### src/rtl/pipeline_hazard_ctrl_if.sv
// Hazard-control signal bundle between the pipeline datapath and pipeline_hazard_ctrl.
//   master : datapath side; drives the hazard-detect inputs and receives the
//            enables, flushes and stall counter.
//   slave  : controller side.
// Signals:
//   id_rs, id_rt, id_uses_rt   register operands of the instruction in ID
//   idex_mem_read, idex_rt     load in ID/EX and its destination register
//   ex_branch_taken            taken branch resolved in EX
//   ex_muldiv_start            mult/div entering EX
//   mem_busy                   memory stage not ready
//   pc_we .. exmem_we          pipeline register write enables
//   ifid_flush, idex_flush     registered aload (bubble) controls
//   stall_cycles               saturating count of cycles with pc_we low
interface pipeline_hazard_ctrl_if #(
  parameter int unsigned CNT_W = 16
);
  logic [4:0]       id_rs;
  logic [4:0]       id_rt;
  logic             id_uses_rt;
  logic             idex_mem_read;
  logic [4:0]       idex_rt;
  logic             ex_branch_taken;
  logic             ex_muldiv_start;
  logic             mem_busy;
  logic             pc_we;
  logic             ifid_we;
  logic             idex_we;
  logic             exmem_we;
  logic             ifid_flush;
  logic             idex_flush;
  logic [CNT_W-1:0] stall_cycles;

  modport master (
    output id_rs, id_rt, id_uses_rt, idex_mem_read, idex_rt,
           ex_branch_taken, ex_muldiv_start, mem_busy,
    input  pc_we, ifid_we, idex_we, exmem_we, ifid_flush, idex_flush, stall_cycles
  );

  modport slave (
    input  id_rs, id_rt, id_uses_rt, idex_mem_read, idex_rt,
           ex_branch_taken, ex_muldiv_start, mem_busy,
    output pc_we, ifid_we, idex_we, exmem_we, ifid_flush, idex_flush, stall_cycles
  );
endinterface

### src/rtl/pipeline_hazard_ctrl.sv
// Pipeline hazard controller: drives the write enables (hold) and aload
// (flush/bubble) controls of the PC, IF/ID, ID/EX and EX/MEM registers.
// Handles load-use hazards, taken branches, fixed-latency mult/div occupancy
// and memory-stage busy, and counts stalled cycles.
// Ports:
//   clk       rising-edge clock
//   areset_n  asynchronous active-low reset
//   hz        hazard bundle (slave side), see pipeline_hazard_ctrl_if
module pipeline_hazard_ctrl #(
  parameter int unsigned MULDIV_LAT = 4,
  parameter int unsigned CNT_W      = 16
) (
  input  logic                  clk,
  input  logic                  areset_n,
  pipeline_hazard_ctrl_if.slave hz
);

  localparam int unsigned     MdW    = $clog2(MULDIV_LAT + 1);
  localparam bit              MdEn   = (MULDIV_LAT > 1);
  localparam logic [MdW-1:0]  MdLoad = MdW'((MULDIV_LAT > 1) ? MULDIV_LAT - 2 : 0);

  typedef enum logic [1:0] {StRun, StFlush, StMemWait, StMdWait} state_e;

  state_e           state_q, state_d;
  logic [MdW-1:0]   md_cnt_q, md_cnt_d;
  logic             ifid_flush_q, ifid_flush_d;
  logic             idex_flush_q, idex_flush_d;
  logic [CNT_W-1:0] stall_q;
  logic             load_use;
  logic             pc_we, ifid_we, idex_we, exmem_we;

  // Register 0 is hard-wired, so a load to it never creates a dependency.
  assign load_use = hz.idex_mem_read && (hz.idex_rt != 5'd0) &&
                    ((hz.idex_rt == hz.id_rs) ||
                     (hz.id_uses_rt && (hz.idex_rt == hz.id_rt)));

  always_comb begin
    state_d      = state_q;
    md_cnt_d     = md_cnt_q;
    ifid_flush_d = 1'b0;
    idex_flush_d = 1'b0;
    pc_we        = 1'b0;
    ifid_we      = 1'b0;
    idex_we      = 1'b0;
    exmem_we     = 1'b0;
    unique case (state_q)
      StRun: begin
        if (hz.mem_busy) begin
          state_d = StMemWait;
        end else if (hz.ex_branch_taken) begin
          // Branch target is loaded now; the two younger slots get bubbled.
          pc_we        = 1'b1;
          exmem_we     = 1'b1;
          ifid_flush_d = 1'b1;
          idex_flush_d = 1'b1;
          state_d      = StFlush;
        end else if (hz.ex_muldiv_start && MdEn) begin
          md_cnt_d = MdLoad;
          state_d  = StMdWait;
        end else if (load_use) begin
          // Load moves on to MEM, dependent instruction stays in IF/ID.
          exmem_we     = 1'b1;
          idex_flush_d = 1'b1;
          state_d      = StFlush;
        end else begin
          pc_we    = 1'b1;
          ifid_we  = 1'b1;
          idex_we  = 1'b1;
          exmem_we = 1'b1;
        end
      end
      StFlush: begin
        // Flush flags are high this cycle; no capture into cleared registers.
        exmem_we = 1'b1;
        state_d  = StRun;
      end
      StMemWait: begin
        // Release cycle has no enables; RUN re-evaluates next cycle.
        if (!hz.mem_busy) state_d = StRun;
      end
      StMdWait: begin
        if (md_cnt_q != '0) begin
          md_cnt_d = md_cnt_q - MdW'(1);
        end else if (!hz.mem_busy) begin
          pc_we    = 1'b1;
          ifid_we  = 1'b1;
          idex_we  = 1'b1;
          exmem_we = 1'b1;
          state_d  = StRun;
        end
      end
      default: state_d = StRun;
    endcase
  end

  always_ff @(posedge clk or negedge areset_n) begin
    if (!areset_n) begin
      state_q      <= StRun;
      md_cnt_q     <= '0;
      ifid_flush_q <= 1'b0;
      idex_flush_q <= 1'b0;
    end else begin
      state_q      <= state_d;
      md_cnt_q     <= md_cnt_d;
      ifid_flush_q <= ifid_flush_d;
      idex_flush_q <= idex_flush_d;
    end
  end

  always_ff @(posedge clk or negedge areset_n) begin
    if (!areset_n) begin
      stall_q <= '0;
    end else if (!pc_we && (stall_q != '1)) begin
      stall_q <= stall_q + CNT_W'(1);
    end
  end

  // Enables are gated by reset so nothing captures while it is asserted.
  assign hz.pc_we        = areset_n & pc_we;
  assign hz.ifid_we      = areset_n & ifid_we;
  assign hz.idex_we      = areset_n & idex_we;
  assign hz.exmem_we     = areset_n & exmem_we;
  assign hz.ifid_flush   = ifid_flush_q;
  assign hz.idex_flush   = idex_flush_q;
  assign hz.stall_cycles = stall_q;

endmodule

### src/flat_wrapper.sv
// flat-port wrapper written by rule: the top's interface ports become plain ports
module pipeline_hazard_ctrl_flat 
#(
  parameter int unsigned MULDIV_LAT = 4,
  parameter int unsigned CNT_W      = 16
)
  (clk, areset_n, hz_id_rs, hz_id_rt, hz_id_uses_rt, hz_idex_mem_read, hz_idex_rt, hz_ex_branch_taken, hz_ex_muldiv_start, hz_mem_busy, hz_pc_we, hz_ifid_we, hz_idex_we, hz_exmem_we, hz_ifid_flush, hz_idex_flush, hz_stall_cycles);
  pipeline_hazard_ctrl_if #(.CNT_W(CNT_W)) hz_i ();
  input  logic clk;
  input  logic areset_n;
  input wire logic [$bits(hz_i.id_rs)-1:0] hz_id_rs;
  input wire logic [$bits(hz_i.id_rt)-1:0] hz_id_rt;
  input wire logic [$bits(hz_i.id_uses_rt)-1:0] hz_id_uses_rt;
  input wire logic [$bits(hz_i.idex_mem_read)-1:0] hz_idex_mem_read;
  input wire logic [$bits(hz_i.idex_rt)-1:0] hz_idex_rt;
  input wire logic [$bits(hz_i.ex_branch_taken)-1:0] hz_ex_branch_taken;
  input wire logic [$bits(hz_i.ex_muldiv_start)-1:0] hz_ex_muldiv_start;
  input wire logic [$bits(hz_i.mem_busy)-1:0] hz_mem_busy;
  output wire logic [$bits(hz_i.pc_we)-1:0] hz_pc_we;
  output wire logic [$bits(hz_i.ifid_we)-1:0] hz_ifid_we;
  output wire logic [$bits(hz_i.idex_we)-1:0] hz_idex_we;
  output wire logic [$bits(hz_i.exmem_we)-1:0] hz_exmem_we;
  output wire logic [$bits(hz_i.ifid_flush)-1:0] hz_ifid_flush;
  output wire logic [$bits(hz_i.idex_flush)-1:0] hz_idex_flush;
  output wire logic [$bits(hz_i.stall_cycles)-1:0] hz_stall_cycles;
  assign hz_i.id_rs = hz_id_rs;
  assign hz_i.id_rt = hz_id_rt;
  assign hz_i.id_uses_rt = hz_id_uses_rt;
  assign hz_i.idex_mem_read = hz_idex_mem_read;
  assign hz_i.idex_rt = hz_idex_rt;
  assign hz_i.ex_branch_taken = hz_ex_branch_taken;
  assign hz_i.ex_muldiv_start = hz_ex_muldiv_start;
  assign hz_i.mem_busy = hz_mem_busy;
  assign hz_pc_we = hz_i.pc_we;
  assign hz_ifid_we = hz_i.ifid_we;
  assign hz_idex_we = hz_i.idex_we;
  assign hz_exmem_we = hz_i.exmem_we;
  assign hz_ifid_flush = hz_i.ifid_flush;
  assign hz_idex_flush = hz_i.idex_flush;
  assign hz_stall_cycles = hz_i.stall_cycles;
  pipeline_hazard_ctrl #(.MULDIV_LAT(MULDIV_LAT), .CNT_W(CNT_W)) u_core (.clk(clk), .areset_n(areset_n), .hz(hz_i));
endmodule
### config.mk
export PLATFORM = sky130hd
export DESIGN_NAME = pipeline_hazard_ctrl_flat
export DESIGN_NICKNAME = d
export VERILOG_FILES = /design/src/rtl/pipeline_hazard_ctrl_if.sv /design/src/rtl/pipeline_hazard_ctrl.sv /design/src/flat_wrapper.sv
export SDC_FILE = /design/constraint.sdc
export NUM_CORES = 1
export LEC_CHECK = 0
export BUFFER_PORTS_ARGS = -buffer_cell sky130_fd_sc_hd__buf_2
export CAP_MARGIN = 30
export CORE_ASPECT_RATIO = 1.1
export CORE_MARGIN = 2
export CORE_UTILIZATION = 46
export DETAILED_ROUTE_END_ITERATION = 6
export PLACE_DENSITY = 0.82
export REMOVE_ABC_BUFFERS = 1
export SLEW_MARGIN = 25
export SYNTH_ARGS = -nofsm -noshare
export SYNTH_HDL_FRONTEND = slang
export SYNTH_SLANG_ARGS = --single-unit
export TNS_END_PERCENT = 30
### constraint.sdc
create_clock -name clk -period 1.7 [get_ports clk]
set_input_delay 0 -clock clk [delete_from_list [all_inputs] [get_ports clk]]
set_output_delay 0 -clock clk [all_outputs]
set_load 0.02 [all_outputs]
# [Word-level counts from Yosys, hierarchy flattened]
# Index checks and enable logic that the tools add are counted.
[op_classes] add_sub_neg=2 eq_ne=12 mux=34 bitwise_logic=3 n_reduce_logical=12
[ops] cell="$mux 1" n=19
[ops] cell="$add 16x1->16 const B" n=1
[ops] cell="$ne 16x16->1 const B" n=1
[ops] cell="$mux 2" n=6
[ops] cell="$mux 3" n=4
[ops] cell="$eq 5x5->1" n=2
[ops] cell="$ne 2x2->1 const B" n=4
[ops] cell="$pmux 2 s4" n=1
[ops] cell="$pmux 3 s2" n=1
[ops] cell="$ne 5x4->1 const B" n=1
[ops] cell="$reduce_and 5->1" n=1
[ops] cell="$reduce_bool 5->1" n=1
[ops] cell="$eq 2x2->1 const B" n=2
[ops] cell="$logic_and 1x1->1" n=4
[ops] cell="$pmux 1 s2" n=2
[ops] cell="$and 1x1->1" n=3
[ops] cell="$pmux 1 s3" n=1
[ops] cell="$reduce_bool 3->1" n=1
[ops] cell="$sub 3x1->3 const B" n=1
[ops] cell="$eq 2x1->1 const B" n=1
[ops] cell="$logic_not 2->1" n=1
[ops] cell="$ne 2x1->1 const B" n=1
[ops] cell="$reduce_and 2->1" n=1
[ops] cell="$reduce_bool 2->1" n=1
[ops] cell="2 further kinds" n=2
[totals] register_bits=23 input_bits=22 out_inout_bits=22 wordCells=68

# [Longest topological paths before layout]
# Gate-level depths: netlist (run 1).
[logic_depth] ltp_word=11 ltp_mapped=10 mapped_depth_nobuf=9

# [Worst setup path after synthesis (run 1)]
# Ideal clock, no wire load.
[synth_path] kind="reg-to-reg" start="reg u_core.stall_q[0] (netlist: u_core.hz.stall_cycles[0])" end="reg u_core.stall_q[4] (netlist: u_core.hz.stall_cycles[4])" setup_ns=0.131 t_arrival_ns=1.681 required_time_ns=1.569 slack_ns=-0.111 stages_incl_launch_ff=10 synth_period_minus_slack_ns=1.811 path_cell_list="dfrtp_1 ha_1 and4_1 nand4_1 nor3b_1 a21oi_1 nand2_2 buf_6 nand3_1 xnor2_1"
[synth_between] elab_chain_cells=2 word_cells_on_any_way=3 cone_classes="add/sub: 1; eq/ne: 1; reduce/logical: 1"
[synth_lines] element="from (decl)" line_no="pipeline_hazard_ctrl.sv:28" source="logic [CNT_W-1:0] stall_q;"
[synth_lines] element="from (signal assigned)" line_no="pipeline_hazard_ctrl.sv:114" source="stall_q <= stall_q + CNT_W'(1);"
[synth_lines] element="parallel branches: the longest is 2 deep, another holds $add 16x1->16"
# Parallel ways; which one is timed is not known.
# A chain may end at the register's enable or synchronous reset.

# [Worst setup path after layout (run 1)]
[layout_path] start="reg u_core.md_cnt_q[1]" end="reg u_core.stall_q[14] (netlist: u_core.hz.stall_cycles[14])"
[layout_between] elab_chain_cells=5
[layout_lines] element="from (decl)" line_no="pipeline_hazard_ctrl.sv:25" source="logic [MdW-1:0] md_cnt_q, md_cnt_d;"
[layout_lines] element="from (signal assigned)" line_no="pipeline_hazard_ctrl.sv:104" source="md_cnt_q <= md_cnt_d;"
[layout_lines] element="$reduce_bool 3->1" line_no="pipeline_hazard_ctrl.sv:82" source="if (md_cnt_q != '0) begin"
[layout_lines] element="$mux 1" line_no="pipeline_hazard_ctrl.sv:82"
[layout_lines] element="$pmux 1 s2" line_no="pipeline_hazard_ctrl.sv:46" source="unique case (state_q)"
[layout_lines] element="$logic_not 1->1" line_no="pipeline_hazard_ctrl.sv:113" source="end else if (!pc_we && (stall_q != '1)) begin"
[layout_lines] element="$logic_and 1x1->1" line_no="pipeline_hazard_ctrl.sv:113"
# No other way between the ends.

==> results of run 1 <==
critical path: stages, from the launching register on:
cell and delay (ps):
dfrtp_1 400, inv_1 90, ha_1 170, nand3b_1 130
a21oi_4 220, buf_6 140, a21oi_4 40, o2111ai_2 210
mux2_4 320
final timing paths:
kind / from / end / slack [ps] / cells after the start
worst max register to register: u_core.md_cnt_q[1] / u_core.hz.stall_cycles[14] / -100 / 8
worst min register to register: u_core.hz.stall_cycles[10] / u_core.hz.stall_cycles[10] / 560 / 2
worst min-delay path: hz_mem_busy / u_core.hz.ifid_flush / 120 / 3
max in group asynchronous: areset_n / u_core.hz.stall_cycles[6] / 680 / 4
worst max-delay path: u_core.md_cnt_q[1] / u_core.hz.stall_cycles[14] / -100 / 8
min in group asynchronous: areset_n / u_core.hz.ifid_flush / 530 / 3
registers in the layout, summed over array words and instances, names as in the netlist:
| signal | cells |
|---|---|
| u_core.state_q | 2 |
| u_core.hz.idex_flush | 1 |
| u_core.hz.ifid_flush | 1 |
| u_core.md_cnt_q | 3 |
| u_core.hz.stall_cycles | 16 |
cell families (layout without fill, tap and decap cells):
| group | Yosys count | after routing | synth area share, % |
|---|---|---|---|
| AND/OR/NAND/NOR | 59 | 60 | 22.4 |
| XOR/XNOR | 23 | 23 | 13.7 |
| flip-flops | 23 | 23 | 39.1 |
| multiplexers | 3 | 3 | 2.21 |
| AO/OA/AOI/OAI | 26 | 26 | 11.4 |
| buffers and inverters | 14 | 95 | 4.42 |
| adder cells (fa/ha/maj) | 8 | 8 | 6.80 |
repair_timing:
action / in CTS / in global routing
hold buffers: 1 / 2
setup endpoints to repair: 21 / 23
endpoints found under the hold margin: 23 / 3
pin swaps: 14 / 15
setup buffers: 4 / 1
cloned: 1 / 0
gates resized for setup: 37 / 17
power groups by stage:
stage               Clock (mW)  Combinational [mW]  Sequential, mW
floorplan                    0               0.608           0.932
global placement             0                1.31           0.767
detailed placement           0                1.34           0.778
CTS                      0.257                1.61           0.771
global route             0.282                1.92           0.793
finish                   0.257                1.77           0.775
cell usage after synthesis, drive strengths merged:
master and instances:
and4 3, nor3b 1, mux2 2, o2111ai 2
nor2 10, dfrtp 23, o21ai 7, o22ai 2
nand3 11, o22a 1, a21oi 10, or4 1
a21o 2, buf 3, nand3b 1, nand4 5
a22oi 1, clkbuf 2, o211ai 1, and2 3
nand2 11, and2b 1, and3 6, mux2i 1
xnor2 22, xor2 1, ha 8, nand2b 6
inv 9
cell type report:
cell class | count | share of cell area, %
Timing Repair Buffer | 82 | 23.8
Tap cell | 34 | 1.88
Clock buffer | 3 | 0.997
Clock inverter | 1 | 0.221
Multi-Input combinational cell | 120 | 46.2
Inverter | 9 | 1.50
Sequential cell | 23 | 25.5
layer usage:
layer | vias to the layer above | track usage [%]
li1 | 706 | -
met1 | 691 | 26.5
met2 | 36 | 39.6
met3 | 8 | 3.49
met4 | 0 | 6.69
met5 | - | 0
per-stage QoR:
stage | hold WS [ps] | utilization (%) | cell area [um2] | power (mW) | setup TNS (ps)
after floorplan | -296 | - | 1440 | 1.54 | -1110
after global placement | -190 | 63.3 | 1930 | 2.08 | -268
after detailed placement | -188 | 63.3 | 1930 | 2.12 | -1370
after CTS | 7.26 | 70.8 | 2160 | 2.63 | -448
after global routing | 132 | 74.1 | 2260 | 2.99 | -2610
final | 122 | 74.1 | 2260 | 2.80 | -803
==> reports/metrics.cfg, run 1 <==
[detailed_routing]
post-route-drc-count=0
wl_per_cell_um=14.4
vias=1441
wl_mm=3.91
drtAntennaViolNets=0
dr_wl_met3_um=125
highest-signal-layer=met4
wl_met2_mm=2.13
drtPass1Iterations=4
drt-initial-drc-count=38
wl_met1_mm=1.60
via_per_inst=5.30

[power]
irDropWorstVdd_uv=1120
power_switching_mw=1.19
power_leakage_nw=1.10
p_sw_share_pct=42.3
pwr-share-clk_pct=9.2
powerDensity_nw_per_um2=1240
intPower_mw=1.62
seqPwrFrac_pct=27.6
comb_power_share_pct=63.2

[worst_setup_path]
critPathKind=reg -> reg
endpoint_kind=flop
crit_arrival_ps=2020
crit_fanout=3
crit_path_start_kind=flop
cp.required_ps=1920

[sta]
slew-limit-headroom_pct=72.1
skew_ps=13.4
slew_viol_final=0
max_freq_mhz=556
finalWorstSetupSlack_ps=-100
hold_viol_final=0
worst_pin_slew_ps=419
setup_viol=17
rsz0062_at_grt=true
min_period_ps=1800
finalCritPeriodShare_pct=106

[synth]
seq_area_frac_synth_pct=39.1
synth_cell_type_count=38
ys_ff_latch=23
netlist_area_um2=1470
ys_warn_count=0
postSynthCellCount=156
synth_top_area_cell=dfrtp_1
yosysTopAreaCellShare_pct=39.1
synth.area.top_cells=dfrtp_1 (39%), xnor2_1 (13%), ha_1 (6.8%)
avgSynthCellArea_um2=9.43

[cts]
cts_sinks=23
clk_pin_slew_worst_paths_ps=140
clk_latency_ps=320
clockRootBuffer=clkbuf_4
cts_buffers=3
h-tree-depth=1
cts_buffer_depth=2
cts_tree=yes

[placed_design]
place_congestion=0.900
hpwl_mm=2.69
place_ws_ps=-165
port_buffers=43
dp_cells=259

[outcome]
violations=negative setup slack
status=complete, but fails checks

[cells_and_area]
seq_area_um2=576
layout.nets=269
final_layout_size_suffix_gt1_share_pct=49.6
stdcell_count=272
antennaDiodeCount=0
nFillCells=208
synthToLayoutAreaGrowth_pct=53.6
final_common_cell=buf_2
multi_input_area_um2=1040
mostFrequentLayoutCells=buf_2 (39), buf_4 (37), dfrtp_1 (23), xnor2_1 (20), inv_1 (7)

[global_routing]
grt_pass1_vias=1493
grt_max_degree=22
grt-ovfl-total=0
grt_pass1_wl_mm=6.42
grt.total_usage_pct=22.1
antenna_found_initial=0

[worst_hold_path]
hp-class=in -> reg

[floorplanning]
die_h_um=63.3
pin_count=44
rows=21
core_um2=3050
die_w_um=57.9
start_util_pct=48.3
die_area_um2=3670

[run]
max_cap_viol_count=0

Note: power is estimated with default switching activity, not from simulation.
==> run 2, diff against run 1 <==
Settings changed: BUFFER_PORTS_ARGS -buffer_cell sky130_fd_sc_hd__buf_2 to -buffer_cell sky130_fd_sc_hd__buf_4, CELL_PAD_IN_SITES_DETAIL_PLACEMENT set to 2, CELL_PAD_IN_SITES_GLOBAL_PLACEMENT set to 2, CORE_UTILIZATION 46 to 27, PLACE_DENSITY 0.82 to 0.81, SETUP_SLACK_MARGIN set to 0.3.
==> run 2 against run 1 <==
Combinational power rose by 8%; largest cell class unchanged; the flow still finishes with violations (negative setup slack); clock skew shrank 12 ps; utilization down 28 points; clock power up 43%; sequential power up 3.4%; critical path depth unchanged.
==> reports/metrics.cfg, run 2 (same netlist as run 1, synthesis figures left out) <==
[worst_setup_path]
crit_chain=ha_2 > nand3b_1 > a21oi_4 > buf_4 > a21oi_2 > buf_4 > nor2_1 > buf_4
r2r-end=u_core.hz.stall_cycles[1]
rr_startpoint=u_core.hz.stall_cycles[0]
crit_fanout=3
endpoint_kind=primary output
crit_arrival_ps=1900
path_common_cell=buf_4
cp.required_ps=1700
slowest_delay_ps=440
setup.worst_path.end=hz_pc_we
crit_path_start=u_core.state_q[0]
crit_path_start_kind=flop
cp_slowest_cell=dfrtp_1
critPathKind=reg -> out
reg2reg_depth=7
r2r_slack_ps=-200

[floorplanning]
die_w_um=74.4
die_area_um2=6060
rows=28
die_h_um=81.4
core_um2=5330
pin_count=44
start_util_pct=27.6

[cells_and_area]
stdcell_count=313
nFillCells=604
largest_register_ffs=16
fin_util_pct=45.7
mostFrequentLayoutCells=buf_4 (76), dfrtp_1 (23), xnor2_1 (21), nand3_1 (7), nand2_1 (7)
antennaDiodeCount=0
synthToLayoutAreaGrowth_pct=65.3
layout.nets=269
final_common_cell=buf_4
stdcell_area_um2=2430
multi_input_area_um2=1040
final_layout_size_suffix_gt1_share_pct=51.3
seq_area_um2=576

[sta]
setup_viol=17
finalCritPeriodShare_pct=112
hold_viol_final=0
worst_pin_slew_ps=509
max_freq_mhz=527
finalWorstSetupSlack_ps=-197
slew-limit-headroom_pct=66.1
rsz0062_at_grt=true
slew_viol_final=0
min_period_ps=1900
skew_ps=1.73

[placed_design]
place_area_um2=2070
place_congestion=0.766
hpwl_mm=3.75
dp_cells=298
port_buffers=43

[cts]
cts_buffers=3
cts_buffer_depth=2
clk_latency_ps=270
clockRootBuffer=clkbuf_8
cts_tree=yes
cts_sinks=23
h-tree-depth=1
clk_pin_slew_worst_paths_ps=90

[global_routing]
grt-ovfl-total=0
grt_pass1_vias=1683
grt_pass1_wl_mm=8.67
grt.total_usage_pct=19.0
antenna_found_initial=0
grt_max_degree=24

[outcome]
status=complete, but fails checks
violations=negative setup slack

[detailed_routing]
post-route-drc-count=0
via_per_inst=4.81
drtAntennaViolNets=0
wl_per_cell_um=19.3
drt-initial-drc-count=24
wl_mm=6.03
drtPass1Iterations=4
vias=1505

[power]
power_mw=3.09
irDropWorstVdd_uv=592
powerDensity_nw_per_um2=1270
power_leakage_nw=1.13

[run]
max_cap_viol_count=0

[worst_hold_path]
hp-class=in -> reg

run 2: routing by layer:
layer | routed length [um] | GRT usage (%) | vias to the layer above
met5 | 0 | 0 | -
met4 | 67 | 5.18 | 0
met3 | 98 | 1.96 | 7
met2 | 3380 | 35.8 | 22
met1 | 2480 | 22.5 | 771
li1 | - | - | 705
run 2: how the worst min path moves through the flow:
stage,endpoint,from,cells past startpoint
after floorplan,u_core.hz.idex_flush,areset_n,0
after global placement,u_core.md_cnt_q[0],areset_n,1
after detailed placement,u_core.hz.ifid_flush,areset_n,1
after CTS,u_core.hz.ifid_flush,hz_ex_branch_taken,2
after global routing,u_core.hz.ifid_flush,hz_ex_branch_taken,2
final,u_core.hz.ifid_flush,hz_ex_branch_taken,2
run 2: metrics by stage:
stage | setup TNS [ps] | worst slack, ps | hold slack [ps]
CTS | -2220 | -170 | 17.4
global placement | -999 | -145 | -76.0
floorplan | -1110 | -171 | -296
global route | -4170 | -330 | 23.8
finish | -2010 | -197 | 32.4
detailed placement | -2290 | -210 | -65.2
run 2: where the power goes:
group          switching [mW]  internal, mW
sequential              0.109         0.692
combinational            1.02         0.896
clock                   0.202         0.164
total                    1.33          1.75
run 2: area by class of cell:
class	instances	share of cell area, %
inverter	9	1.39
tap	75	3.86
clock inverter	1	0.206
sequential	23	23.7
clock buffer	3	1.70
timing repair buffer	82	26.5
multi-input combinational	120	42.6
run 2: what timing repair did:
item | CTS | global route
setup endpoints to repair | 25 | 26
hold buffers | 2 | 0
buffers inserted | 3 | 5
pin swaps | 8 | 13
resized for setup | 15 | 38
endpoints found under the hold margin | 23 | 0
cloned | 1 | 0
run 2: critical path, delay by kind of cell (launching register included):
| kind | cells | cell delay (ps) |
|---|---|---|
| buffers and inverters | 3 | 460 |
| adders and majority gates | 1 | 220 |
| AOI/OAI and AO/OA | 2 | 320 |
| and+or+nand+nor | 2 | 170 |
| DFF | 1 | 440 |
